## src/rtl/lcg_step_ctrl_pkg.sv

```systemverilog
// Shared types and constants for the LCG step sequencer and its testbench.
package lcg_pkg;

    typedef enum logic [1:0] {
        IDLE = 2'd0,
        MUL  = 2'd1,
        ADDC = 2'd2,
        DONE = 2'd3
    } lcg_state_e;

    localparam int LCG_N = 8;

    // Bits needed to count 0..value-1, never less than one.
    function automatic int clog2(input int value);
        int bits;
        int rem;
        bits = 0;
        rem  = value - 1;
        while (rem > 0) begin
            bits++;
            rem = rem >> 1;
        end
        return (bits < 1) ? 1 : bits;
    endfunction

endpackage

```

## src/rtl/lcg_step_ctrl_if.sv

```systemverilog
// Start/load handshake and result bus between the MDCLCG top level and the step sequencer.
interface lcg_step_ctrl_if import lcg_pkg::*; #(
    parameter int N = LCG_N
) ();

    logic         load;
    logic [N-1:0] seed;
    logic         start;
    logic [N-1:0] a_mult;
    logic [N-1:0] c_inc;
    logic         busy;
    logic         done;
    logic [N-1:0] x_out;

    modport master (
        output load, seed, start, a_mult, c_inc,
        input  busy, done, x_out
    );

    modport slave (
        input  load, seed, start, a_mult, c_inc,
        output busy, done, x_out
    );

endinterface

```

## src/rtl/lcg_step_ctrl_pg_adder.sv

```systemverilog
// N-bit combinational ripple adder built from per-bit propagate/generate cells.
module pg_adder #(
    parameter int N = 8
) (
    input  logic [N-1:0] a,
    input  logic [N-1:0] b,
    output logic [N-1:0] sum,
    output logic         cout
);

    logic [N-1:0] w_p;
    logic [N-1:0] w_g;
    logic [N:0]   w_c;

    assign w_p    = a ^ b;
    assign w_g    = a & b;
    assign w_c[0] = 1'b0;

    for (genvar i = 0; i < N; i++) begin : g_carry
        assign w_c[i+1] = w_g[i] | (w_p[i] & w_c[i]);
    end

    assign sum  = w_p ^ w_c[N-1:0];
    assign cout = w_c[N];

endmodule

```

## src/rtl/lcg_step_ctrl.sv

```systemverilog
// One LCG step x_next = (A*x + C) mod 2^N via shift-and-add on a single shared pg_adder.
// Define LCG_EARLY_TERM_EN to leave the multiply as soon as the remaining multiplier bits are zero.
module lcg_step_ctrl import lcg_pkg::*; #(
    parameter int           N    = LCG_N,
    parameter logic [N-1:0] SEED = N'(1)
) (
    input  logic           clk,
    input  logic           rst,
    lcg_step_ctrl_if.slave bus
);

    localparam int            CW       = clog2(N);
    localparam logic [CW-1:0] CNT_LAST = CW'(N - 1);

    lcg_state_e   r_state;
    logic [N-1:0] r_acc;
    logic [N-1:0] r_mcand;
    logic [N-1:0] r_mplier;
    logic [N-1:0] r_creg;
    logic [CW-1:0] r_cnt;
    logic [N-1:0] r_x;
    logic         r_busy;
    logic         r_done;

    logic [N-1:0] w_addA;
    logic [N-1:0] w_addB;
    logic [N-1:0] w_sum;
    logic         w_unused_cout;
    logic         w_mulLast;

    // Adder operands are zero outside MUL/ADDC so the shared adder idles quietly.
    always_comb begin
        w_addA = '0;
        w_addB = '0;
        case (r_state)
            MUL: begin
                w_addA = r_acc;
                w_addB = r_mplier[0] ? r_mcand : '0;
            end
            ADDC: begin
                w_addA = r_acc;
                w_addB = r_creg;
            end
            default: begin
                w_addA = '0;
                w_addB = '0;
            end
        endcase
    end

    pg_adder #(.N(N)) u_adder (
        .a    (w_addA),
        .b    (w_addB),
        .sum  (w_sum),
        .cout (w_unused_cout)
    );

`ifdef LCG_EARLY_TERM_EN
    assign w_mulLast = (r_cnt == CNT_LAST) || (r_mplier[N-1:1] == '0);
`else
    assign w_mulLast = (r_cnt == CNT_LAST);
`endif

    always_ff @(posedge clk) begin
        if (rst) begin
            r_state  <= IDLE;
            r_x      <= SEED;
            r_busy   <= 1'b0;
            r_done   <= 1'b0;
            r_acc    <= '0;
            r_cnt    <= '0;
            r_mcand  <= '0;
            r_mplier <= '0;
            r_creg   <= '0;
        end else begin
            case (r_state)
                IDLE: begin
                    if (bus.load) begin
                        r_x <= bus.seed;
                    end else if (bus.start) begin
                        r_acc    <= '0;
                        r_mcand  <= r_x;
                        r_mplier <= bus.a_mult;
                        r_creg   <= bus.c_inc;
                        r_cnt    <= '0;
                        r_busy   <= 1'b1;
                        r_state  <= MUL;
                    end
                end
                MUL: begin
                    r_acc    <= w_sum;
                    r_mcand  <= r_mcand << 1;
                    r_mplier <= r_mplier >> 1;
                    r_cnt    <= r_cnt + CW'(1);
                    if (w_mulLast) begin
                        r_state <= ADDC;
                    end
                end
                ADDC: begin
                    r_x     <= w_sum;
                    r_done  <= 1'b1;
                    r_state <= DONE;
                end
                DONE: begin
                    r_done  <= 1'b0;
                    r_busy  <= 1'b0;
                    r_state <= IDLE;
                end
                default: r_state <= IDLE;
            endcase
        end
    end

    assign bus.busy  = r_busy;
    assign bus.done  = r_done;
    assign bus.x_out = r_x;

endmodule

```

## src/flat_wrapper.sv

```systemverilog
// flat-port wrapper written by rule: the top's interface ports become plain ports
module lcg_step_ctrl_flat import lcg_pkg::*;
#(
    parameter int           N    = LCG_N,
    parameter logic [N-1:0] SEED = N'(1)
)
  (clk, rst, bus_load, bus_seed, bus_start, bus_a_mult, bus_c_inc, bus_busy, bus_done, bus_x_out);
  lcg_step_ctrl_if #(.N(N)) bus_i ();
  input  logic clk;
  input  logic rst;
  input wire logic [$bits(bus_i.load)-1:0] bus_load;
  input wire logic [$bits(bus_i.seed)-1:0] bus_seed;
  input wire logic [$bits(bus_i.start)-1:0] bus_start;
  input wire logic [$bits(bus_i.a_mult)-1:0] bus_a_mult;
  input wire logic [$bits(bus_i.c_inc)-1:0] bus_c_inc;
  output wire logic [$bits(bus_i.busy)-1:0] bus_busy;
  output wire logic [$bits(bus_i.done)-1:0] bus_done;
  output wire logic [$bits(bus_i.x_out)-1:0] bus_x_out;
  assign bus_i.load = bus_load;
  assign bus_i.seed = bus_seed;
  assign bus_i.start = bus_start;
  assign bus_i.a_mult = bus_a_mult;
  assign bus_i.c_inc = bus_c_inc;
  assign bus_busy = bus_i.busy;
  assign bus_done = bus_i.done;
  assign bus_x_out = bus_i.x_out;
  lcg_step_ctrl #(.N(N), .SEED(SEED)) u_core (.clk(clk), .rst(rst), .bus(bus_i));
endmodule
```

## config.mk

```make
export PLATFORM = sky130hd
export DESIGN_NAME = lcg_step_ctrl_flat
export DESIGN_NICKNAME = d
export VERILOG_FILES = /design/src/rtl/lcg_step_ctrl_pkg.sv /design/src/rtl/lcg_step_ctrl_if.sv /design/src/rtl/lcg_step_ctrl_pg_adder.sv /design/src/rtl/lcg_step_ctrl.sv /design/src/flat_wrapper.sv
export SDC_FILE = /design/constraint.sdc
export NUM_CORES = 1
export LEC_CHECK = 0
export BUFFER_PORTS_ARGS = -buffer_cell sky130_fd_sc_hd__clkbuf_2
export CAP_MARGIN = 40
export CELL_PAD_IN_SITES_DETAIL_PLACEMENT = 0
export CELL_PAD_IN_SITES_GLOBAL_PLACEMENT = 1
export CORE_MARGIN = 2
export CORE_UTILIZATION = 43
export CTS_CLUSTER_DIAMETER = 100
export CTS_CLUSTER_SIZE = 30
export DETAILED_ROUTE_END_ITERATION = 7
export HOLD_SLACK_MARGIN = 0.02
export PLACE_DENSITY_LB_ADDON = 0.1
export REMOVE_ABC_BUFFERS = 1
export SYNTH_ARGS = -nofsm -noshare
export SYNTH_HDL_FRONTEND = slang
export SYNTH_SLANG_ARGS = --single-unit
```

## constraint.sdc

```tcl
create_clock -name clk -period 4.4 [get_ports clk]
set_input_delay 0.66 -clock clk [delete_from_list [all_inputs] [get_ports clk]]
set_output_delay 0.66 -clock clk [all_outputs]
set_load 0.1 [all_outputs]
```

Word-level counts from Yosys, hierarchy flattened. Index checks and enable logic that the tools add are counted.

Reduce and logical (&&, ||, !) cells: 11. Add/sub/neg operators: 1. Multiplexer cells: 25. Bitwise logic cells: 16. Eq/ne operators: 8.

Operator list (number): case mux 8 bit (2 select lines) (5); two-way mux 8 bit (9); bitwise XOR 8 bit (2); AND reduction 3 bit (4); case mux 2 bit (4 select lines) (1); nonzero test 2 bit (4); AND 7 bit (1); AND 1 bit (6); two-way mux 2 bit (3); two-way mux 3 bit (2); != test 2 bit (second input constant) (3); bitwise OR 1 bit (6); case mux 3 bit (2 select lines) (1); equality test 2 bit (second input constant) (2); case mux 1 bit (2 select lines) (2); adder 3 x 1 -> 3 bit (second input constant) (1); equality test 3 bit (second input constant) (1); equality test 2 x 1 -> 1 bit (second input constant) (1); logical NOT 2 bit (1); two-way mux 1 bit (2); != test 2 x 1 -> 1 bit (second input constant) (1); AND reduction 2 bit (1); OR reduction 2 bit (1); inverter 1 bit (1).

Output and inout port bits: 10. Flip-flop bits (word level): 47. Input bits: 28. Word-level logic and storage cells: 70.

Logic depth before layout (Yosys ltp).
Depth after elaboration: 18. Mapped depth: 18. Mapped depth without buffers: 16.

By module. Synthesis repeated with hierarchy kept, for this count alone.

Cells, all modules: 272. Area total of the unflattened synthesis: 2537.4 µm².

By module, submodules not included: lcg_step_ctrl (instances 1, seq. area each 940.9 µm², area an instance 2366.0 µm², cells each 259); pg_adder (instances 1, seq. area each 0.0 µm², area an instance 171.4 µm², cells each 13).

Worst setup path before layout. OpenSTA, ideal clock, no wires.

Kind: flip-flop to flip-flop. From: reg u_core.r_state[1]. To: reg u_core.r_x[6] (netlist: u_core.bus.x_out[6]). Setup time: 0.067 ns. Arrival time: 3.885 ns. Clock period less this slack: 3.952 ns. Required time: 4.333 ns. Path buffers: 2. Cell stages (with the launch flop): 19. Setup slack: 0.448 ns. Cells stage by stage: dfxtp_1 inv_1 ha_1 buf_6 and2_1 buf_2 a22oi_1 nor2b_1 ha_1 fa_1 fa_1 fa_1 fa_1 inv_1 fa_1 fa_1 a21oi_1 mux2i_1 nor2_1.

Longest elaborated chain between the ends: 16. Elaborated cells on any way between the ends: 23. Those cells by class: 3 x eq/ne; 3 x mux; 13 x bitwise; 4 x reduce/logical.

RTL lines: start, declared (line lcg_step_ctrl.sv:15) `lcg_state_e r_state;`; start signal, assigned (line lcg_step_ctrl.sv:66) `r_state <= IDLE;`; start signal, assigned (line lcg_step_ctrl.sv:87) `r_state <= MUL;`; start signal, assigned (line lcg_step_ctrl.sv:96) `r_state <= ADDC;`; equality test 2 bit / equality test 2 x 1 -> 1 bit (equally long branches) (line lcg_step_ctrl.sv:35, lcg_step_ctrl.sv:76); OR reduction 2 bit (no source line); two-way mux 8 bit (line lcg_step_ctrl.sv:35) `case (r_state)`; bitwise XOR 8 bit / AND 7 bit (equally long branches) (line lcg_step_ctrl_pg_adder.sv:15, lcg_step_ctrl_pg_adder.sv:16); AND 1 bit (line lcg_step_ctrl_pg_adder.sv:20) `assign w_c[i+1] = w_g[i] | (w_p[i] & w_c[i]);`; bitwise OR 1 bit (line lcg_step_ctrl_pg_adder.sv:20); AND 1 bit (line lcg_step_ctrl_pg_adder.sv:20); bitwise OR 1 bit (line lcg_step_ctrl_pg_adder.sv:20); AND 1 bit (line lcg_step_ctrl_pg_adder.sv:20); bitwise OR 1 bit (line lcg_step_ctrl_pg_adder.sv:20); AND 1 bit (line lcg_step_ctrl_pg_adder.sv:20); bitwise OR 1 bit (line lcg_step_ctrl_pg_adder.sv:20); AND 1 bit (line lcg_step_ctrl_pg_adder.sv:20); bitwise OR 1 bit (line lcg_step_ctrl_pg_adder.sv:20); bitwise XOR 8 bit (line lcg_step_ctrl_pg_adder.sv:23) `assign sum = w_p ^ w_c[N-1:0];`; case mux 8 bit (2 select lines) (line lcg_step_ctrl.sv:76) `case (r_state)`; end signal, assigned (line lcg_step_ctrl.sv:79) `r_x <= bus.seed;`; end signal, assigned (line lcg_step_ctrl.sv:100) `r_x <= w_sum;`; end, declared (line lcg_step_ctrl.sv:21) `logic [N-1:0] r_x;`.

Several ways; a longest one is shown, not always the timed one. A chain may end at the register's enable or synchronous reset.

Final worst setup path.
From: reg u_core.r_state[0]. To: reg u_core.r_x[6] (netlist: u_core.bus.x_out[6]).

Same word-level chain as after synthesis.

==> run_results.csv <==
group,metric,value,unit
synth,yosysUniqueCellTypes,42,
sta,maxSlewViolCount,0,
finish,area_growth,11.1,%
placed_design,dp_hpwl,3560,um
drt,first_iter_violations,75,
floorplan,num_io_pins,38,
sta,min_period,3.93,ns
setup_path,slowest_delay,0.47,ns
setup_path,crit_path_end_kind,"flop",
sta,setup-tns-final,0,ns
pwr,power_frac_clock,16.4,%
clock_tree,clock_latency,0.30,ns
clock_tree,cts_tree,"done",
synth,async_flop_share,0,%
setup_path,arrival,4.17,ns
clock_tree,clk_pin_slew_worst_paths,0.08,ns
synth,synth_edf_count,0,
sta,slew_headroom,41.7,%
setup_path,cp-start-kind,"flop",
run_status,status,"finished, final reports clean",
global_route,grt_usage,17.7,%
synth,netlist_area,2450,sq um
drt,finalWirelength,4990,um
global_route,grt_pass1_vias,1709,
placed_design,finalWeightedCongestion,0.705,
clock_tree,clock_path_buffers,2,
global_route,grt_pass1_wl,8710,um
job,maxCapViolations,0,
sta,skew,0.00768,ns
setup_path,critical_path_class,"reg -> reg",
drt,num_vias,1772,
pwr,power_density,586,nW/um^2
clock_tree,cts_setup_buffers,0,
setup_path,cp_max_fo,16,
sta,hold_violations,0,
sta,worstMarginPinSlew,0.871,ns
floorplan,die_area,6320,sq um
finish,finalNetCount,317,
global_route,gr-total-overflow,0,
sta,timing.final.crit_share,89.3,%
clock_tree,cts_root_buffer,"clkbuf_8",
pwr,p_leak,1.13,nW
synth,synth_warnings,0,
floorplan,coreArea,5510,sq um
global_route,antenna_found_initial,0,
synth,synth_area_leaders,"dfxtp_1 38%, mux2i_1 13%, nor2_1 6.1%",
drt,drc_errors,0,
floorplan,fp.dieW,79.5,um
synth,synth.avg_cell_area,9.96,sq um
pwr,intPower,0.874,mW
pwr,p_sw,0.722,mW
pwr,combPwrFrac,46.7,%
placed_design,port_buffers,37,
finish,regArea,941,sq um
clock_tree,clock_sinks,47,
sta,max_freq,255,MHz
synth,synth_flop_cell,"dfxtp_1",
setup_path,worstPathCellList,"inv_1 > ha_1 > and2_1 > ha_1 > fa_1 > fa_1 > fa_1 > fa_1 > inv_1 > fa_1 > fa_1 > a21oi_1 > mux2i_1 > nor2_1",
global_route,grt_max_degree,31,
synth,ys_ff_latch,47,
synth,synth_top_area_share,38.4,%
drt,viasPerCell,5.09,
pwr,ir_worst_vdd,0.246,mV
finish,final_util,49.5,%
pwr,pwr-share-seq,36.9,%
sta,setup_ws,0.472,ns
sta,setup_violations,0,
setup_path,critPathBufInv,2,
synth,yosysTopAreaCell,"dfxtp_1",
clock_tree,h-tree-depth,2,
finish,final_layout_size_suffix_gt1_share,25.7,%
clock_tree,ctsResizeCount,0,
placed_design,pre_cts_slack,0.444,ns
drt,post_drt_wl_per_cell,14.3,um
floorplan,row_count,27,
clock_tree,cts-buffers-inserted,5,
pwr,sw_frac_of_total,45.2,%
synth,syn_inst,246,
sta,rsz0062_at_grt,"no",
finish,multi_input_area,1360,sq um
setup_path,required,4.64,ns
finish,antenna_cells,0,
drt,dr.pass1.iters,5,
setup_path,crit_top_cell,"fa_1",
setup_path,cp_top_family,"adder cells",
clock_tree,cts_hold_buf,0,
setup_path,crit_slowest_cell,"ha_1",
floorplan,start_util,44.5,%
floorplan,die_height,79.5,um
drt,ant_nets,0,
finish,nFillCells,563,
worst_hold_path,min_path_type,"reg -> reg",
synth,seq_area_frac_synth,38.4,%
-- layer usage --
metal | GRT usage, % | part of all wire [%]
met4 | 4.66 | 1.1
met3 | 3.62 | 3.9
met2 | 28.2 | 45
met1 | 24.5 | 50
met5 | 0 | 0
-- power groups by stage --
| stage | registers, mW | logic, mW | clock network [mW] |
|---|---|---|---|
| after floorplan | 0.781 | 0.405 | 0 |
| after global placement | 0.600 | 0.742 | 0 |
| after detailed placement | 0.600 | 0.755 | 0 |
| after CTS | 0.591 | 0.759 | 0.273 |
| after global routing | 0.605 | 0.815 | 0.291 |
| final | 0.589 | 0.745 | 0.262 |
-- path summary, 6_finish.rpt --
kind                                                startpoint                                to  slack (ns)  depth (start not counted)
worst min-delay path              u_core.r_acc[0]$_SDFFE_PP0P_      u_core.r_acc[0]$_SDFFE_PP0P_        0.49                          2
worst min register to register    u_core.r_acc[0]$_SDFFE_PP0P_      u_core.r_acc[0]$_SDFFE_PP0P_        0.49                          2
worst max register to register  u_core.r_state[0]$_SDFFE_PP0P_  u_core.bus.x_out[6]$_SDFFE_PP0P_        0.47                         14
worst max-delay path            u_core.r_state[0]$_SDFFE_PP0P_  u_core.bus.x_out[6]$_SDFFE_PP0P_        0.47                         14
-- logic make-up after synthesis --
family,synth area share [%]
simple gates,16.1
compound gates,17.1
flops,38.4
mux,13.3
buf+inv,6.33
fa+ha+maj,8.47
xor+xnor,0.357
-- cell type report --
cell class              instances  area share [%]
well taps                      72            3.31
repair buffers                 41            8.36
clock buffers                   6            3.03
multi-input cells             175            49.7
flip-flops and latches         47            34.5
clock inverters                 1           0.184
inverters                       6           0.827
-- cells in the final DEF, fill, tap and decap left out, types with 2 or more instances in the layout --
master and instances:
ha_1 7, and2_1 6, a22oi_1 14, clkbuf_2 37
nor3b_1 2, a211oi_1 8, nor2b_1 6, dfxtp_1 47
fa_1 6, a22o_1 2, nor3_1 3, buf_4 3
nor2_2 6, o21ai_1 2, nand2b_1 3, a211oi_2 10
a21oi_1 6, nand2_1 6, clkbuf_8 6, mux2i_1 31
nor2_1 40, inv_1 5
-- worst reg2reg max path, stage by stage, from the launching register on --
cell,delay [ns]
dfxtp_1,0.39
inv_1,0.08
ha_1,0.47
and2_1,0.22
ha_1,0.20
fa_1,0.37
fa_1,0.38
fa_1,0.39
fa_1,0.36
inv_1,0.07
fa_1,0.17
fa_1,0.43
a21oi_1,0.15
mux2i_1,0.08
nor2_1,0.09
-- stage by stage --
step / instance area, sq um / total power, mW / hold WS (ns) / instances
final: 2720 / 1.60 / 0.494 / 348
after global routing: 2720 / 1.71 / 0.518 / 348
after CTS: 2720 / 1.62 / 0.500 / 348
after detailed placement: 2640 / 1.36 / 0.477 / 341
after global placement: 2610 / 1.34 / 0.481 / 339
after floorplan: 2320 / 1.19 / 0.457 / 228
-- cells in the mapped netlist, types with 2 or more instances --
cell type,count
a211oi_2,10
o21ai_1,2
a22oi_1,14
dfxtp_1,47
nand2b_1,3
a21oi_1,6
nand2_1,6
mux2i_1,31
a211oi_1,8
fa_1,6
nor2_2,6
nor2b_1,6
nor2_1,40
and2_1,6
buf_6,7
buf_2,4
buf_4,2
a22o_1,2
ha_1,7
nor3_1,3
nor3b_1,2
inv_1,5
clkbuf_1,4
-- state kept, by name, indices dropped and copies added, names as in the netlist --
name / cells
u_core.bus.busy: 1
u_core.bus.done: 1
u_core.bus.x_out: 8
u_core.r_acc: 8
u_core.r_cnt: 3
u_core.r_creg: 8
u_core.r_mcand: 8
u_core.r_mplier: 8
u_core.r_state: 2
Note: power is estimated with default switching activity, not from simulation.
